===== config.mk =====
export PLATFORM = sky130hd
export DESIGN_NAME = calc_bin2bcd_flat
export DESIGN_NICKNAME = d
export VERILOG_FILES = /design/src/rtl/calc_pkg.sv /design/src/rtl/calc_bin2bcd_if.sv /design/src/rtl/calc_bcd_adj3.sv /design/src/rtl/calc_bin2bcd.sv /design/src/flat_wrapper.sv
export SDC_FILE = /design/constraint.sdc
export NUM_CORES = 1
export LEC_CHECK = 0
export BUFFER_PORTS_ARGS = -buffer_cell sky130_fd_sc_hd__buf_2
export CORE_ASPECT_RATIO = 1.75
export CORE_MARGIN = 5
export CORE_UTILIZATION = 27
export CTS_BUF_LIST = sky130_fd_sc_hd__clkbuf_8
export CTS_CLUSTER_SIZE = 10
export DETAILED_ROUTE_END_ITERATION = 7
export GPL_TIMING_DRIVEN = 0
export MAX_ROUTING_LAYER = met4
export PLACE_DENSITY = 0.46
export SYNTH_ARGS = -nofsm -noshare
export SYNTH_HDL_FRONTEND = slang
export SYNTH_HIERARCHICAL = 1
export SYNTH_SLANG_ARGS = --single-unit

===== constraint.sdc =====
create_clock -name clk -period 2 [get_ports clk]
set_input_delay 0.3 -clock clk [delete_from_list [all_inputs] [get_ports clk]]
set_output_delay 0.3 -clock clk [all_outputs]
set_load 0.02 [all_outputs]

===== src/rtl/calc_pkg.sv =====
// ============================================================================
// Module  : calc_pkg
// Brief   : Shared types and constants for the calculator BCD conversion stage.
// Revision: 1.0
// ============================================================================
`default_nettype none

package calc_pkg;

    localparam int BCD_W     = 4;
    localparam int NDIG      = 3;
    localparam int SHIFT_CNT = 8;
    localparam int CNT_W     = $clog2(SHIFT_CNT);

    localparam logic [BCD_W-1:0] BLANK_CODE = 4'hF;

    typedef enum logic [1:0] {
        IDLE = 2'd0,
        CONV = 2'd1,
        DONE = 2'd2
    } state_t;

    // Only leading zeros are blanked: tens is blank only when hundreds is too.
    function automatic logic [NDIG*BCD_W-1:0] blank_leading(
        input logic [NDIG*BCD_W-1:0] digits
    );
        logic [NDIG*BCD_W-1:0] res;
        res = digits;
        if (digits[11:8] == 4'd0) begin
            res[11:8] = BLANK_CODE;
            if (digits[7:4] == 4'd0) begin
                res[7:4] = BLANK_CODE;
            end
        end
        return res;
    endfunction

endpackage

`default_nettype wire


===== src/rtl/calc_bin2bcd_if.sv =====
// ============================================================================
// Module  : calc_bin2bcd_if
// Brief   : Valid/ready input and output bundle of the binary-to-BCD stage.
// Revision: 1.0
// ============================================================================
`default_nettype none

interface calc_bin2bcd_if;
    import calc_pkg::*;

    logic             in_valid;
    logic             in_ready;
    logic [7:0]       din;
    logic             out_valid;
    logic             out_ready;
    logic             neg;
    logic [BCD_W-1:0] bcd_hund;
    logic [BCD_W-1:0] bcd_tens;
    logic [BCD_W-1:0] bcd_ones;

    modport master (
        output in_valid, din, out_ready,
        input  in_ready, out_valid, neg, bcd_hund, bcd_tens, bcd_ones
    );

    modport slave (
        input  in_valid, din, out_ready,
        output in_ready, out_valid, neg, bcd_hund, bcd_tens, bcd_ones
    );

endinterface

`default_nettype wire


===== src/rtl/calc_bcd_adj3.sv =====
// ============================================================================
// Module  : calc_bcd_adj3
// Brief   : Double-dabble digit correction: add 3 when the digit is >= 5.
// Revision: 1.0
// ============================================================================
`default_nettype none

module calc_bcd_adj3
    import calc_pkg::*;
(
    input  wire logic [BCD_W-1:0] digit_in,
    output logic      [BCD_W-1:0] digit_out
);

    assign digit_out = (digit_in >= 4'd5) ? (digit_in + 4'd3) : digit_in;

endmodule

`default_nettype wire


===== src/rtl/calc_bin2bcd.sv =====
// ============================================================================
// Module  : calc_bin2bcd
// Brief   : Sequential 8-bit (signed/unsigned) to sign + 3-digit BCD converter.
//           Optional macro CALC_BCD_LEADING_BLANK_EN blanks leading zeros.
// Revision: 1.0
// ============================================================================
`default_nettype none

module calc_bin2bcd
    import calc_pkg::*;
#(
    parameter bit SIGNED_IN = 1'b1
) (
    input  wire logic       clk,
    input  wire logic       rst,
    calc_bin2bcd_if.slave   bus
);

    localparam int ACC_W = NDIG * BCD_W;

    state_t             r_state;
    logic [7:0]         r_mag;
    logic [ACC_W-1:0]   r_bcd;
    logic [CNT_W-1:0]   r_cnt;
    logic               r_neg;
    logic               r_in_ready;
    logic               r_out_valid;
    logic               r_neg_out;
    logic [ACC_W-1:0]   r_digits;

    logic               w_neg_in;
    logic [7:0]         w_mag_in;
    logic [ACC_W-1:0]   w_bcd_adj;
    logic [ACC_W-1:0]   w_bcd_next;
    logic [ACC_W-1:0]   w_result;

    assign w_neg_in   = SIGNED_IN && bus.din[7];
    assign w_mag_in   = w_neg_in ? 8'(~bus.din + 8'd1) : bus.din;
    assign w_bcd_next = {w_bcd_adj[ACC_W-2:0], r_mag[7]};

    for (genvar i = 0; i < NDIG; i++) begin : g_adj
        calc_bcd_adj3 u_adj (
            .digit_in  (r_bcd[i*BCD_W +: BCD_W]),
            .digit_out (w_bcd_adj[i*BCD_W +: BCD_W])
        );
    end

`ifdef CALC_BCD_LEADING_BLANK_EN
    assign w_result = blank_leading(w_bcd_next);
`else
    assign w_result = w_bcd_next;
`endif

    always_ff @(posedge clk or posedge rst) begin
        if (rst) begin
            r_state     <= IDLE;
            r_mag       <= '0;
            r_bcd       <= '0;
            r_cnt       <= '0;
            r_neg       <= 1'b0;
            r_in_ready  <= 1'b1;
            r_out_valid <= 1'b0;
            r_neg_out   <= 1'b0;
            r_digits    <= '0;
        end else begin
            case (r_state)
                IDLE: begin
                    if (bus.in_valid) begin
                        r_mag      <= w_mag_in;
                        r_neg      <= w_neg_in;
                        r_bcd      <= '0;
                        r_cnt      <= '0;
                        r_in_ready <= 1'b0;
                        r_state    <= CONV;
                    end
                end
                CONV: begin
                    r_bcd <= w_bcd_next;
                    r_mag <= {r_mag[6:0], 1'b0};
                    r_cnt <= r_cnt + 1'b1;
                    // Outputs are only ever touched here, so they never show a partial result.
                    if (r_cnt == CNT_W'(SHIFT_CNT - 1)) begin
                        r_neg_out   <= r_neg;
                        r_digits    <= w_result;
                        r_out_valid <= 1'b1;
                        r_state     <= DONE;
                    end
                end
                DONE: begin
                    if (bus.out_ready) begin
                        r_out_valid <= 1'b0;
                        r_in_ready  <= 1'b1;
                        r_state     <= IDLE;
                    end
                end
                default: begin
                    r_state <= IDLE;
                end
            endcase
        end
    end

    assign bus.in_ready  = r_in_ready;
    assign bus.out_valid = r_out_valid;
    assign bus.neg       = r_neg_out;
    assign bus.bcd_hund  = r_digits[11:8];
    assign bus.bcd_tens  = r_digits[7:4];
    assign bus.bcd_ones  = r_digits[3:0];

endmodule

`default_nettype wire


===== src/flat_wrapper.sv =====
// flat-port wrapper written by rule: the top's interface ports become plain ports
module calc_bin2bcd_flat import calc_pkg::*;
#(
    parameter bit SIGNED_IN = 1'b1
)
  (clk, rst, bus_in_valid, bus_din, bus_out_ready, bus_in_ready, bus_out_valid, bus_neg, bus_bcd_hund, bus_bcd_tens, bus_bcd_ones);
  calc_bin2bcd_if bus_i ();
  input  wire logic clk;
  input  wire logic rst;
  input wire logic [$bits(bus_i.in_valid)-1:0] bus_in_valid;
  input wire logic [$bits(bus_i.din)-1:0] bus_din;
  input wire logic [$bits(bus_i.out_ready)-1:0] bus_out_ready;
  output wire logic [$bits(bus_i.in_ready)-1:0] bus_in_ready;
  output wire logic [$bits(bus_i.out_valid)-1:0] bus_out_valid;
  output wire logic [$bits(bus_i.neg)-1:0] bus_neg;
  output wire logic [$bits(bus_i.bcd_hund)-1:0] bus_bcd_hund;
  output wire logic [$bits(bus_i.bcd_tens)-1:0] bus_bcd_tens;
  output wire logic [$bits(bus_i.bcd_ones)-1:0] bus_bcd_ones;
  assign bus_i.in_valid = bus_in_valid;
  assign bus_i.din = bus_din;
  assign bus_i.out_ready = bus_out_ready;
  assign bus_in_ready = bus_i.in_ready;
  assign bus_out_valid = bus_i.out_valid;
  assign bus_neg = bus_i.neg;
  assign bus_bcd_hund = bus_i.bcd_hund;
  assign bus_bcd_tens = bus_i.bcd_tens;
  assign bus_bcd_ones = bus_i.bcd_ones;
  calc_bin2bcd #(.SIGNED_IN(SIGNED_IN)) u_core (.clk(clk), .rst(rst), .bus(bus_i));
endmodule

# [After elaboration in Yosys (flattened, before gate mapping)]
# Index checks and enable logic that the tools add are counted.
[classes] reduce_logical=10 n_addsub=5 order_cmp=3 n_bitwise=1 n_eq_ne=6 n_mux=20
[ops] operator="12-bit case mux with 2 select lines" n=1
[ops] operator="8-bit two-way mux" n=2
[ops] operator="8-bit case mux with 2 select lines" n=1
[ops] operator="4-bit by 3-bit greater-or-equal comparator with 1-bit output, second input constant" n=3
[ops] operator="12-bit two-way mux" n=1
[ops] operator="3-bit AND reduction" n=3
[ops] operator="4-bit by 2-bit adder with 4-bit output, second input constant" n=2
[ops] operator="8-bit by 1-bit adder with 8-bit output, second input constant" n=1
[ops] operator="4-bit two-way mux" n=2
[ops] operator="8-bit NOT" n=1
[ops] operator="2-bit two-way mux" n=3
[ops] operator="3-bit two-way mux" n=2
[ops] operator="2-bit case mux with 3 select lines" n=1
[ops] operator="3-bit case mux with 2 select lines" n=1
[ops] operator="2-bit AND reduction" n=3
[ops] operator="2-bit nonzero test" n=3
[ops] operator="1-bit two-way mux" n=4
[ops] operator="2-bit inequality test, second input constant" n=2
[ops] operator="1-bit case mux with 2 select lines" n=2
[ops] operator="3-bit by 1-bit adder with 3-bit output, second input constant" n=1
[ops] operator="3-bit by 2-bit adder with 3-bit output, second input constant" n=1
[ops] operator="3-bit == test, second input constant" n=1
[ops] operator="2-bit by 1-bit == test with 1-bit output, second input constant" n=1
[ops] operator="2-bit == test, second input constant" n=1
[ops] operator="2 further kinds" n=2
[totals] inputBits=12 output_inout_bits=15 word_cells=54 ff_bits=41

# [Longest topological paths before layout]
[logic_depth] word_depth=5 depth_mapped=6 depth_no_buf=6

# [Modules after synthesis]
# Netlist, hierarchy kept.
[by_module_without_submodules] module="calc_bin2bcd" instances=1 cells_each=138 seq_area_each_um2=1027.2 area_each_um2=1760.4
[by_module_without_submodules] module="calc_bcd_adj3" instances=3 cells_each=16 seq_area_each_um2=0.0 area_each_um2=101.3

# [Worst setup path before layout]
# No wires, ideal clock.
[synth_timing] kind="reg2reg" start="reg u_core.r_cnt[0]" end="reg u_core.r_neg_out (netlist: u_core/bus.neg)" setup_time_ns=0.125 stages_incl_launch_ff=6 arrival_time_ns=1.338 required_ns=1.875 setup_slack_ns=0.537 n_path_buf=1 synth_period_minus_slack_ns=1.463 cell_sequence="dfrtp_1 -> ha_1 -> ha_1 -> nand2_2 -> buf_6 -> mux2_4"
[synth_via] elab_chain_len=2
[synth_rtl] item="start: declaration" line="calc_bin2bcd.sv:24" rtl="logic [CNT_W-1:0] r_cnt;"
[synth_rtl] item="start signal: assignment" line="calc_bin2bcd.sv:80" rtl="r_cnt <= r_cnt + 1'b1;"
[synth_rtl] item="3-bit == test" line="calc_bin2bcd.sv:82" rtl="if (r_cnt == CNT_W'(SHIFT_CNT - 1)) begin"
[synth_rtl] item="2-bit AND reduction (no line)"
[synth_rtl] item="end signal: assignment" line="calc_bin2bcd.sv:83" rtl="r_neg_out <= r_neg;"
[synth_rtl] item="end: declaration" line="calc_bin2bcd.sv:28" rtl="logic r_neg_out;"
# Every way passes these cells.
# A chain may end at the register's enable or synchronous reset.

# [Worst setup path after layout]
[layout_timing] start="reg u_core.r_cnt[0]" end="reg u_core.r_digits[2]"
[layout_via] elab_chain_len=2
[layout_rtl] item="3-bit == test" line="calc_bin2bcd.sv:82"
[layout_rtl] item="2-bit AND reduction (no line)"
[layout_rtl] item="end signal: assignment" line="calc_bin2bcd.sv:84" rtl="r_digits <= w_result;"
[layout_rtl] item="end: declaration" line="calc_bin2bcd.sv:29" rtl="logic [ACC_W-1:0] r_digits;"
# Every way passes these cells.

==> flow_results.xml <==
<?xml version="1.0" encoding="UTF-8"?>
<metrics>
  <group name="status">
    <metric name="run_status" unit="">complete, no violations</metric>
  </group>
  <group name="final_layout">
    <metric name="final_layout_size_suffix_gt1_share" unit="%">27.78</metric>
    <metric name="post_layout_net_count" unit="">236</metric>
    <metric name="synthToLayoutAreaGrowth" unit="%">16.40</metric>
    <metric name="diodes" unit="">0</metric>
    <metric name="fillCellCount" unit="">796</metric>
  </group>
  <group name="pwr">
    <metric name="ir_worst_vdd" unit="uV">454.9</metric>
    <metric name="powerDensity" unit="nW/um^2">1504</metric>
    <metric name="p_leak" unit="nW">1.200</metric>
  </group>
  <group name="setup_path">
    <metric name="rrSetupSlack" unit="ps">380</metric>
    <metric name="depth_of_the_most_critical_reg_to_reg_path" unit="">5</metric>
    <metric name="worstSetupEndpointType" unit="">register</metric>
    <metric name="worst-path-max-fanout" unit="">10</metric>
    <metric name="critical_path_class" unit="">register to register</metric>
    <metric name="critical_path_required" unit="ps">2190</metric>
    <metric name="worstSetupStartpointType" unit="">register</metric>
    <metric name="crit_arrival" unit="ps">1800</metric>
  </group>
  <group name="route">
    <metric name="met3_wirelength" unit="um">160</metric>
    <metric name="detailroute.wirelength.met2" unit="um">2401</metric>
    <metric name="highest_signal_layer" unit="">met4</metric>
    <metric name="drcViolationCount" unit="">0</metric>
    <metric name="route.detailed.wl_per_inst" unit="um">13.83</metric>
    <metric name="firstDrtPassIters" unit="">5</metric>
    <metric name="drtIter0Drc" unit="">44</metric>
    <metric name="met1Wirelength" unit="um">1529</metric>
    <metric name="vias" unit="">1434</metric>
    <metric name="post_drt_via_cell_ratio" unit="">4.717</metric>
    <metric name="antenna_left" unit="">0</metric>
    <metric name="postRouteWirelength" unit="um">4203</metric>
  </group>
  <group name="yosys">
    <metric name="postSynthAreaPerCell" unit="um^2">11.23</metric>
    <metric name="synthesis.instances" unit="">182</metric>
    <metric name="synth_area" unit="um^2">2044</metric>
    <metric name="synth_fp_nets" unit="">203</metric>
    <metric name="yosysWarningCount" unit="">6</metric>
  </group>
  <group name="flow_run">
    <metric name="cap_violations" unit="">0</metric>
  </group>
  <group name="sta">
    <metric name="fin_tns_setup" unit="ps">0</metric>
    <metric name="maxClockFrequency" unit="MHz">617.5</metric>
    <metric name="grt_setup_unrepaired" unit="">false</metric>
    <metric name="maxSlewHeadroom" unit="%">66.94</metric>
    <metric name="period_minus_slack" unit="ps">1619</metric>
    <metric name="skew" unit="ps">5.587</metric>
    <metric name="report.final.slew_viol_count" unit="">0</metric>
    <metric name="worst_slew_pin_slew" unit="ps">495.9</metric>
    <metric name="setup_violations" unit="">0</metric>
    <metric name="final.setup.worst_slack" unit="ps">380.5</metric>
    <metric name="fin_crit_sh" unit="%">80.97</metric>
    <metric name="finalHoldViolCount" unit="">0</metric>
  </group>
  <group name="global_route">
    <metric name="grt_pass1_vias" unit="">1472</metric>
    <metric name="gr-total-overflow" unit="">0</metric>
    <metric name="grt_pass1_wl" unit="um">7086</metric>
    <metric name="antenna_found_initial" unit="">0</metric>
    <metric name="grt_usage" unit="%">10.32</metric>
    <metric name="largest_net_degree_at_the_start_of_global_routing" unit="">42</metric>
  </group>
  <group name="clock_network">
    <metric name="cts_hold_buf" unit="">0</metric>
    <metric name="clockBufferDepth" unit="">2</metric>
    <metric name="cells_resized_by_post_cts_repair" unit="">0</metric>
    <metric name="cts_root_buffer" unit="">clkbuf_8</metric>
    <metric name="post_cts_buffers" unit="">0</metric>
    <metric name="cts_tree" unit="">built</metric>
    <metric name="cts_sinks" unit="">41</metric>
    <metric name="clock_slew_at_the_register_clock_pins_of_the_worst_setup_and_hold_paths" unit="ps">80</metric>
    <metric name="htreeDepth" unit="">2</metric>
    <metric name="insertion_delay" unit="ps">300</metric>
    <metric name="cts_made_buffers" unit="">5</metric>
  </group>
  <group name="floorplanning">
    <metric name="floorplan.initialDensity" unit="%">27.40</metric>
    <metric name="core_area" unit="um^2">7462</metric>
    <metric name="top_level_ports" unit="">27</metric>
    <metric name="rows" unit="">42</metric>
    <metric name="dieWidth" unit="um">75.78</metric>
    <metric name="die_height" unit="um">125.1</metric>
    <metric name="design.die.area" unit="um^2">9481</metric>
  </group>
  <group name="place">
    <metric name="port_buffers" unit="">25</metric>
    <metric name="post-dp-hpwl" unit="um">3149</metric>
    <metric name="dp_slack" unit="ps">362.6</metric>
    <metric name="gp_congestion" unit="">0.6520</metric>
  </group>
  <group name="hold_path">
    <metric name="min_path_type" unit="">input port to asynchronous set/reset pin</metric>
  </group>
</metrics>
## metrics by stage
stage	area, um^2	hold WS (ps)	power, mW	util, %	std cells
6_report	2380	19.17	3.580	31.89	304
5_1_grt	2380	40.34	3.892	31.89	304
4_1_cts	2380	20.73	3.665	31.89	304
3_5_place_dp	2300	350.8	3.136	30.82	296
3_3_place_gp	2280	472.3	3.094	30.55	295
2_1_floorplan	2044	386.3	2.667	-	182
## worst max-delay path, cell delays in order (launching register included)
cell,delay [ps]
dfrtp_1,400
ha_1,220
ha_1,230
nand2_2,140
buf_6,200
mux2_4,310
## cell type report
cell class	count	area (um^2)	area share [%]
flip-flops and latches	41	1027	43.17
multi-input cells	124	940.9	39.54
repair buffers	26	145.1	6.099
well taps	88	110.1	4.627
clock buffers	5	68.82	2.892
inverters	11	41.29	1.735
plain buffers	6	35.03	1.472
clock inverters	3	11.26	0.4732
## flip-flops by register name, summed over array words and instances (netlist names)
name and count:
u_core/bus.neg 1, u_core/r_bcd 12, u_core/r_cnt 3, u_core/r_digits 12, u_core/r_state 2, u_core/r_neg 1, u_core/bus.out_valid 1, u_core/r_mag 8
u_core/bus.in_ready 1
## final timing paths
| check | start | end |
|---|---|---|
| setup reg to reg | u_core/r_cnt[0] | u_core/r_digits[2] |
| min in group clk | bus_out_ready | u_core/r_state[1] |
| max in group asynchronous | rst | u_core/bus.in_ready |
| hold / removal | rst | u_core/r_bcd[5] |
| hold reg to reg | u_core/r_neg | u_core/r_neg |
| setup / recovery | u_core/r_cnt[0] | u_core/r_digits[2] |
## power breakdown
part | internal, mW | switching (mW) | total (mW)
clock network | 0.233 | 0.288 | 0.521
registers | 1.18 | 0.259 | 1.44
logic | 0.761 | 0.863 | 1.62
total | 2.17 | 1.41 | 3.58
## cell usage in the layout (no fill, tap or decap), types with 4 or more instances in the layout
| cell type | count |
|---|---|
| o21ai_0 | 11 |
| xor2_1 | 4 |
| nand2b_1 | 6 |
| a21oi_1 | 4 |
| a22o_1 | 14 |
| mux2_4 | 9 |
| nor2_1 | 10 |
| ha_1 | 9 |
| a22oi_1 | 6 |
| xnor2_1 | 4 |
| inv_1 | 12 |
| clkbuf_8 | 5 |
| mux2_2 | 4 |
| nand2_1 | 21 |
| buf_2 | 29 |
| dfrtp_1 | 40 |
| mux2i_1 | 4 |
## per-layer routing
metal | up-vias | GRT usage [%]
met1 | 697 | 10.72
met4 | 0 | 5.252
met2 | 32 | 17.22
met5 | - | -
met3 | 5 | 2.651
li1 | 700 | -
Power figures use the tool's default switching activity.
